## src/rtl/ssm_state_update_fp16.sv

```systemverilog
// SSM recurrence h_new = dA*h_prev + (dt*x)*B over all (b,h,p,n) elements, one element
// issued per cycle through a 3-stage FP16 multiply/multiply/add pipeline.

package ssm_fp16_pkg;
  // Round-to-nearest-even pack; denormal results flush to signed zero.
  function automatic logic [15:0] fp16_pack(input logic s, input int e, input logic [9:0] m,
                                            input logic g, input logic st);
    logic [10:0] mr;
    int          er;
    mr = {1'b0, m} + {10'b0, g & (st | m[0])};
    er = mr[10] ? e + 1 : e;
    if (er >= 31) return {s, 5'h1f, 10'h000};
    if (er <= 0)  return {s, 15'h0000};
    return {s, er[4:0], mr[9:0]};
  endfunction

  function automatic logic [15:0] fp16_mul(input logic [15:0] a, input logic [15:0] b);
    logic        s;
    logic [21:0] prod;
    int          e;
    s = a[15] ^ b[15];
    if ((&a[14:10] & |a[9:0]) | (&b[14:10] & |b[9:0])) return 16'h7e00;
    if (&a[14:10] | &b[14:10])
      return (a[14:10] == 5'h00 || b[14:10] == 5'h00) ? 16'h7e00 : {s, 5'h1f, 10'h000};
    if (a[14:10] == 5'h00 || b[14:10] == 5'h00) return {s, 15'h0000};
    prod = {11'b0, 1'b1, a[9:0]} * {11'b0, 1'b1, b[9:0]};
    e    = int'(a[14:10]) + int'(b[14:10]) - 15;
    if (prod[21]) return fp16_pack(s, e + 1, prod[20:11], prod[10], |prod[9:0]);
    return fp16_pack(s, e, prod[19:10], prod[9], |prod[8:0]);
  endfunction

  function automatic logic [15:0] fp16_add(input logic [15:0] a, input logic [15:0] b);
    logic [15:0] big, sml;
    logic [27:0] mb, ms, sum, nrm;
    logic [4:0]  d;
    int          sh;
    if ((&a[14:10] & |a[9:0]) | (&b[14:10] & |b[9:0])) return 16'h7e00;
    if (&a[14:10] & &b[14:10]) return (a[15] == b[15]) ? a : 16'h7e00;
    if (&a[14:10]) return a;
    if (&b[14:10]) return b;
    if (a[14:10] == 5'h00 && b[14:10] == 5'h00) return {a[15] & b[15], 15'h0000};
    if (a[14:10] == 5'h00) return b;
    if (b[14:10] == 5'h00) return a;
    if (a[14:0] >= b[14:0]) begin big = a; sml = b; end
    else begin big = b; sml = a; end
    // 16 spare low bits keep alignment lossless; farther operands only contribute sticky
    d   = big[14:10] - sml[14:10];
    mb  = {2'b01, big[9:0], 16'h0000};
    ms  = (d > 5'd16) ? 28'd1 : ({2'b01, sml[9:0], 16'h0000} >> d);
    sum = (a[15] == b[15]) ? mb + ms : mb - ms;
    if (sum == 28'd0) return 16'h0000;
    sh = 0;
    for (int i = 0; i < 28; i++) if (sum[i]) sh = 27 - i;
    nrm = sum << sh;
    return fp16_pack(big[15], int'(big[14:10]) + 1 - sh, nrm[26:17], nrm[16], |nrm[15:0]);
  endfunction
endpackage

module fp16_mult_wrapper #(parameter int LAT = 6) (
  input  logic        clk,
  input  logic [15:0] a,
  input  logic [15:0] b,
  input  logic        valid_in,
  output logic [15:0] result,
  output logic        valid_out
);
  import ssm_fp16_pkg::*;
  logic [LAT-1:0][15:0] pipe;
  logic [LAT-1:0]       vpipe;
  always_ff @(posedge clk) begin
    pipe[0]  <= fp16_mul(a, b);
    vpipe[0] <= valid_in;
    for (int i = 1; i < LAT; i++) begin
      pipe[i]  <= pipe[i-1];
      vpipe[i] <= vpipe[i-1];
    end
  end
  assign result    = pipe[LAT-1];
  assign valid_out = vpipe[LAT-1];
endmodule

module fp16_add_wrapper #(parameter int LAT = 11) (
  input  logic        clk,
  input  logic [15:0] a,
  input  logic [15:0] b,
  input  logic        valid_in,
  output logic [15:0] result,
  output logic        valid_out
);
  import ssm_fp16_pkg::*;
  logic [LAT-1:0][15:0] pipe;
  logic [LAT-1:0]       vpipe;
  always_ff @(posedge clk) begin
    pipe[0]  <= fp16_add(a, b);
    vpipe[0] <= valid_in;
    for (int i = 1; i < LAT; i++) begin
      pipe[i]  <= pipe[i-1];
      vpipe[i] <= vpipe[i-1];
    end
  end
  assign result    = pipe[LAT-1];
  assign valid_out = vpipe[LAT-1];
endmodule

module ssm_state_update_fp16 #(
  parameter int B     = 1,
  parameter int H     = 2,
  parameter int P     = 2,
  parameter int N     = 4,
  parameter int DW    = 16,
  parameter int M_LAT = 6,
  parameter int A_LAT = 11
) (
  input  logic                    clk,
  input  logic                    rst,
  input  logic                    start,
  input  logic [B*H*P*N*DW-1:0]   h_prev_flat,
  input  logic [B*H*DW-1:0]       dA_flat,
  input  logic [B*H*DW-1:0]       dt_flat,
  input  logic [B*H*P*DW-1:0]     x_flat,
  input  logic [B*N*DW-1:0]       B_flat,
  output logic [B*H*P*N*DW-1:0]   h_new_flat,
  output logic                    busy,
  output logic                    done
);
  localparam int D  = 2*M_LAT + A_LAT;
  localparam int BW = (B > 1) ? $clog2(B) : 1;
  localparam int HW = (H > 1) ? $clog2(H) : 1;
  localparam int PW = (P > 1) ? $clog2(P) : 1;
  localparam int NW = (N > 1) ? $clog2(N) : 1;

  typedef struct packed {
    logic [BW-1:0] b;
    logic [HW-1:0] h;
    logic [PW-1:0] p;
    logic [NW-1:0] n;
  } tag_t;

  localparam tag_t LAST = '{b: BW'(B-1), h: HW'(H-1), p: PW'(P-1), n: NW'(N-1)};

  typedef enum logic [1:0] {IDLE, ISSUE, DRAIN, DONE} state_t;

  function automatic int bh_idx(input tag_t t);
    return int'(t.b)*H + int'(t.h);
  endfunction

  function automatic int elem_idx(input tag_t t);
    return (bh_idx(t)*P + int'(t.p))*N + int'(t.n);
  endfunction

  state_t                  state, nxt;
  tag_t                    cnt;
  tag_t [D:0]              tag_pipe;
  logic [D:0]              vld_pipe;
  logic [DW-1:0]           op_da, op_h, op_dt, op_x;
  logic [M_LAT-1:0][DW-1:0] ah_dly;
  logic [DW-1:0]           p_ah, p_dtx, p_m2, sum, b_op;
  logic                    v_ah, v_dtx, v_m2, v_sum, wr_en, wr_last;

  always_comb begin
    nxt  = state;
    busy = 1'b0;
    done = 1'b0;
    case (state)
      IDLE:  if (start) nxt = ISSUE;
      ISSUE: begin
        busy = 1'b1;
        if (cnt == LAST) nxt = DRAIN;
      end
      DRAIN: begin
        busy = 1'b1;
        if (wr_last) nxt = DONE;
      end
      DONE: begin
        done = 1'b1;
        nxt  = IDLE;
      end
      default: nxt = IDLE;
    endcase
  end

  // Index 0 of the valid/tag pipes travels with the stage-1 operand registers.
  always_ff @(posedge clk or posedge rst) begin
    if (rst) begin
      state      <= IDLE;
      cnt        <= '0;
      tag_pipe   <= '0;
      vld_pipe   <= '0;
      op_da      <= '0;
      op_h       <= '0;
      op_dt      <= '0;
      op_x       <= '0;
      ah_dly     <= '0;
      h_new_flat <= '0;
      wr_last    <= 1'b0;
    end else begin
      state    <= nxt;
      vld_pipe <= {vld_pipe[D-1:0], state == ISSUE};
      tag_pipe <= {tag_pipe[D-1:0], cnt};
      ah_dly   <= {ah_dly[M_LAT-2:0], p_ah};
      wr_last  <= wr_en && (tag_pipe[D] == LAST);
      if (state == IDLE && start) begin
        cnt <= '0;
      end else if (state == ISSUE) begin
        op_da <= dA_flat[bh_idx(cnt)*DW +: DW];
        op_dt <= dt_flat[bh_idx(cnt)*DW +: DW];
        op_x  <= x_flat[(bh_idx(cnt)*P + int'(cnt.p))*DW +: DW];
        op_h  <= h_prev_flat[elem_idx(cnt)*DW +: DW];
        if (cnt.n == NW'(N-1)) begin
          cnt.n <= '0;
          if (cnt.p == PW'(P-1)) begin
            cnt.p <= '0;
            if (cnt.h == HW'(H-1)) begin
              cnt.h <= '0;
              cnt.b <= (cnt.b == BW'(B-1)) ? '0 : cnt.b + 1'b1;
            end else cnt.h <= cnt.h + 1'b1;
          end else cnt.p <= cnt.p + 1'b1;
        end else cnt.n <= cnt.n + 1'b1;
      end
      if (wr_en) h_new_flat[elem_idx(tag_pipe[D])*DW +: DW] <= sum;
    end
  end

  assign b_op  = B_flat[(int'(tag_pipe[M_LAT].b)*N + int'(tag_pipe[M_LAT].n))*DW +: DW];
  // Wrapper valids carry no reset, so the tag valid is what actually permits a write.
  assign wr_en = vld_pipe[D] & v_sum;

  fp16_mult_wrapper #(.LAT(M_LAT)) u_mul_ah (
    .clk(clk), .a(op_da), .b(op_h), .valid_in(vld_pipe[0]), .result(p_ah), .valid_out(v_ah));

  fp16_mult_wrapper #(.LAT(M_LAT)) u_mul_dtx (
    .clk(clk), .a(op_dt), .b(op_x), .valid_in(vld_pipe[0]), .result(p_dtx), .valid_out(v_dtx));

  fp16_mult_wrapper #(.LAT(M_LAT)) u_mul_b (
    .clk(clk), .a(p_dtx), .b(b_op), .valid_in(v_dtx & v_ah & vld_pipe[M_LAT]),
    .result(p_m2), .valid_out(v_m2));

  fp16_add_wrapper #(.LAT(A_LAT)) u_add (
    .clk(clk), .a(p_m2), .b(ah_dly[M_LAT-1]), .valid_in(v_m2 & vld_pipe[2*M_LAT]),
    .result(sum), .valid_out(v_sum));
endmodule
```

## config.mk

```make
export PLATFORM = sky130hd
export DESIGN_NAME = ssm_state_update_fp16
export DESIGN_NICKNAME = d
export VERILOG_FILES = /design/src/rtl/ssm_state_update_fp16.sv
export SDC_FILE = /design/constraint.sdc
export NUM_CORES = 2
export LEC_CHECK = 0
export ABC_AREA = 1
export CORE_MARGIN = 1.5
export CORE_UTILIZATION = 50
export CTS_CLUSTER_DIAMETER = 80
export DETAILED_ROUTE_END_ITERATION = 10
export GPL_ROUTABILITY_DRIVEN = 0
export GPL_TIMING_DRIVEN = 0
export PLACE_DENSITY_LB_ADDON = 0.3
export RECOVER_POWER = 100
export SLEW_MARGIN = 20
export SYNTH_ARGS = -nofsm -noshare
export SYNTH_HDL_FRONTEND = slang
export SYNTH_HIERARCHICAL = 1
export SYNTH_SLANG_ARGS = --single-unit
```

## constraint.sdc

```tcl
create_clock -name clk -period 27.1 [get_ports clk]
set_input_delay 5.42 -clock clk [delete_from_list [all_inputs] [get_ports clk]]
set_output_delay 5.42 -clock clk [all_outputs]
set_load 0.02 [all_outputs]
```

==> metrics list <==
- Ranked by total cell area, the synthesized netlist is headed by sky130_fd_sc_hd__dfrtp_1 23%, sky130_fd_sc_hd__dfxtp_1 17%, sky130_fd_sc_hd__nand2_1 14%.
- Worst hold path startpoint: u_add/pipe[124]
- Floorplan die width: 349 um
- In the final layout, flip-flops and latches occupy 23,500 um^2.
- Reg-to-reg startpoint: ah_dly[93]
- For the pin with the worst max-slew slack, the measured transition is 5.27 ns.
* Path type of the worst min-delay path: reg2reg
* Clock-pin slew reported for the worst setup and hold paths after clock tree synthesis: 0.06 ns
* # rows: 126
* Number of buffers inserted for hold repair after clock tree synthesis: 0
- Netlist area before placement: 59,800 um^2
- Routed WL per cell: 18.1 um
* Worst skew pair latency: 0.70 ns
- For this run, global-route usage on met1 was measured as 31.0%.
- The initial utilization of the core area, before any placement, comes to 50.5%.
* Sequential share of the synthesized area: 39.3%
- The worst register-to-register path has a setup slack of 15.74 ns.
* Die boundary height: 349 um
* Number of resized instances in the post-cts repair step: 0
- Dividing the synthesized area by the synthesized cell count gives 7.82 um^2.
- The flow ran to the end, but the final reports show violations.
- Cells with a size suffix above 1 make up 6.36% of the layout.
* Flip-flop and latch count after synthesis: 1,036
- Startpoint kind of the worst setup timing path: input port
* Area of the multi-input gates: 29,800 um^2
- Area inside the core boundary: 118,000 um^2
- Average vias per placed instance: 5.30
- The number of cells on the worst reg-to-reg path is 63.
* Setup-failing EPs final: 0
- Ports: 709
- The critical path starts at rst.
* Total GRT Usage: 29.6%
- Syn. warnings: 6
- Along the worst hold path, the cell count comes to 0.
- First-pass GRT wire length: 282,000 um
- Share of the synthesized area in the top cell type: 22.7%
- For this run, global-route usage on met2 was measured as 51.1%.
- The synthesized design spends more area on one cell type than any other, namely sky130_fd_sc_hd__dfrtp_1.
- Based on the critical path, the design can be clocked at up to 0.0609 GHz.
- The cell count after synthesis came out at 7,641.
* Number of antenna violations at the first check in global routing: 14
* Synth async-reset ratio: 52.4%
- For this run, the leading register cell type out of synthesis is sky130_fd_sc_hd__dfrtp_1.
- The number of nets in the synthesized netlist is 8,636.
- Via count of the first global-routing pass: 52,400
- The worst hold path terminates at u_add/pipe[140].
- The worst pin sits at a relative slew slack of -251%.
* Endpoint of the worst register-to-register path: u_add/pipe[5]
- Wires add up to 183,000 um.
* Largest net degree at the start of global routing: 107
- Drt drc: 0
- Once the clock tree was built, the setup fixing pass inserted 0 buffers.
* Capturing element type of the critical path: asynchronous set/reset pin
- Share of the clock period used by the worst path: 60.6%
- Counting distinct cell types in the post-synthesis netlist gives 80.
- The critical path is of the in2async type.
- Post-synth EDFFs: 0
- The pre-antenna-repair detailed-routing pass consisted of 6 iterations.
* Clk Tree Root Cell: sky130_fd_sc_hd__clkbuf_16
- The final reports fail on capacitance limit, slew limit.
- Largest clock skew in the final design: 0.0249 ns
- Unrepaired setup endpoints after global routing: no
* Die area: 122,000 um^2
- After layout, the minimum clock period comes to 16.43 ns.
* Met3 usage in global routing: 6.73%
- In this run, the number of DRC markers left after iteration 0 of detailed routing was 4,722.
* FILL cells: 10,200
- CP Data Required Time: 26.62 ns
- Maximum root-to-sink buffer count: 3
* Most crowded layer after global routing: met2
- Final hold violation count: 0
- TNS Setup: 0 ns
- The area growth from synthesis to layout is 20.8%.
- I/O Buffers: 708
- Clk sink count: 1,036
* Data arrival time of the critical path: 15.95 ns
* H-Tree Level Count: 3
* Final HPWL from detailed placement: 144,000 um
- DR vias: 53,500
* CTS tree: done
- Once detail routing completed, the nets flagged for antenna violations numbered 0.
- # nets final: 9,454
- Pins over their slew limit: 554
- Num CTS Buffers: 103
- Maximum fanout count along the critical path: 106
* Max-capacitance violation count: 6
- Residual overflow from global routing: 0
-- cell type report --
| type | instances | area share, % |
|---|---|---|
| Clock inverter | 49 | 0.811 |
| Inverter | 1186 | 6.18 |
| Tap cell | 1536 | 2.66 |
| Multi-Input combinational cell | 5076 | 41.3 |
| Buffer | 343 | 2.43 |
| Timing Repair Buffer | 713 | 9.85 |
| Clock buffer | 145 | 4.25 |
| Antenna cell | 13 | 0.0451 |
| Sequential cell | 1036 | 32.5 |
-- per-layer routing --
layer	vias to the layer above	share of wire [%]	wire [um]
li1	25400	-	-
met5	-	0.0033	6
met3	700	8.2	15000
met1	24800	35	63400
met2	2596	48	87600
met4	2	9.2	16800
-- worst max path at each step --
| stage | endpoint |
|---|---|
| finish | op_da[4] |
| global route | op_da[4] |
| CTS | u_mul_b/pipe[2] |
| detailed placement | u_mul_b/pipe[2] |
| global placement | op_da[2] |
| floorplan | ah_dly[0] |
-- state kept, by name, summed over array words and instances (netlist names), 24 cells and up --
| register | flops |
|---|---|
| ah_dly | 96 |
| vld_pipe | 24 |
| tag_pipe | 96 |
| u_mul_dtx/pipe | 80 |
| u_mul_ah/pipe | 80 |
| h_new_flat | 256 |
| u_add/pipe | 160 |
| u_mul_b/pipe | 80 |
-- cells by family after synthesis --
group	after synthesis	synth area share (%)
XOR/XNOR	122	1.90
buffers and inverters	1529	10.5
adder cells (fa/ha/maj)	544	14.5
AND/OR/NAND/NOR	3781	27.8
AO/OA/AOI/OAI	629	6.01
flip-flops	1036	39.3
-- critical path, stage by stage --
cell and delay (ns):
sky130_fd_sc_hd__dlygate4sd3_1 0.55, sky130_fd_sc_hd__clkinvlp_2 2.12, sky130_fd_sc_hd__clkbuf_1 3.70, sky130_fd_sc_hd__clkbuf_1 3.91
-- cell usage in the layout, fill, tap and decap left out, types with 40 or more instances in the layout --
master / count
sky130_fd_sc_hd__a21oi_1: 174
sky130_fd_sc_hd__buf_2: 40
sky130_fd_sc_hd__buf_4: 69
sky130_fd_sc_hd__clkbuf_1: 204
sky130_fd_sc_hd__clkbuf_16: 107
sky130_fd_sc_hd__clkdlybuf4s50_1: 382
sky130_fd_sc_hd__dfrtp_1: 543
sky130_fd_sc_hd__dfxtp_1: 493
sky130_fd_sc_hd__dlygate4sd3_1: 328
sky130_fd_sc_hd__fa_1: 245
sky130_fd_sc_hd__ha_1: 299
sky130_fd_sc_hd__inv_1: 1132
sky130_fd_sc_hd__nand2_1: 2216
sky130_fd_sc_hd__nand2_2: 59
sky130_fd_sc_hd__nand3_1: 753
sky130_fd_sc_hd__nand4_1: 72
sky130_fd_sc_hd__nor2_1: 473
sky130_fd_sc_hd__nor3_1: 54
sky130_fd_sc_hd__o21ai_0: 295
sky130_fd_sc_hd__xor2_1: 81
-- cells in the mapped netlist, types with 7 or more instances --
master,instances
sky130_fd_sc_hd__nor3_1,53
sky130_fd_sc_hd__nand3_1,744
sky130_fd_sc_hd__clkinv_1,8
sky130_fd_sc_hd__a21oi_1,172
sky130_fd_sc_hd__nor2_2,33
sky130_fd_sc_hd__fa_1,245
sky130_fd_sc_hd__nand3b_1,16
sky130_fd_sc_hd__xnor2_1,34
sky130_fd_sc_hd__and2_1,8
sky130_fd_sc_hd__o21ai_1,111
sky130_fd_sc_hd__dfxtp_1,493
sky130_fd_sc_hd__nand2_2,64
sky130_fd_sc_hd__inv_1,1128
sky130_fd_sc_hd__buf_4,91
sky130_fd_sc_hd__nand2_1,2211
sky130_fd_sc_hd__a31oi_1,15
sky130_fd_sc_hd__o22ai_1,21
sky130_fd_sc_hd__o31ai_1,7
sky130_fd_sc_hd__nand2_4,14
sky130_fd_sc_hd__clkbuf_1,157
sky130_fd_sc_hd__xor2_1,81
sky130_fd_sc_hd__buf_6,14
sky130_fd_sc_hd__nor2_4,20
sky130_fd_sc_hd__o21bai_1,9
sky130_fd_sc_hd__nand3_4,12
sky130_fd_sc_hd__inv_2,46
sky130_fd_sc_hd__o21ai_0,210
sky130_fd_sc_hd__a21oi_2,10
sky130_fd_sc_hd__ha_1,299
sky130_fd_sc_hd__nor2_1,452
sky130_fd_sc_hd__nor4_1,22
sky130_fd_sc_hd__o21ai_2,7
sky130_fd_sc_hd__nand3_2,20
sky130_fd_sc_hd__buf_1,18
sky130_fd_sc_hd__dfrtp_1,543
sky130_fd_sc_hd__nand4_1,71
sky130_fd_sc_hd__buf_2,58
sky130_fd_sc_hd__a22oi_1,14
sky130_fd_sc_hd__o211ai_1,10
sky130_fd_sc_hd__nor2_8,9
-- metrics by stage --
step / utilization, % / area, um^2 / hold WS [ns] / setup slack [ns] / instances
6_report: 61.0 / 72200 / 0.307 / 10.67 / 10100
5_1_grt: 61.0 / 72200 / 0.311 / 7.97 / 10100
4_1_cts: 61.4 / 72600 / 0.311 / 14.28 / 10100
3_5_place_dp: 58.3 / 68900 / 0.312 / 13.58 / 9890
3_3_place_gp: 58.2 / 68800 / 0.310 / 0.615 / 9885
2_1_floorplan: - / 59800 / 0.310 / 6.50 / 7641
Power is left out: the tool's default activity adds up to more than one toggle a clock period on the data nets, which glitch-free logic cannot reach.
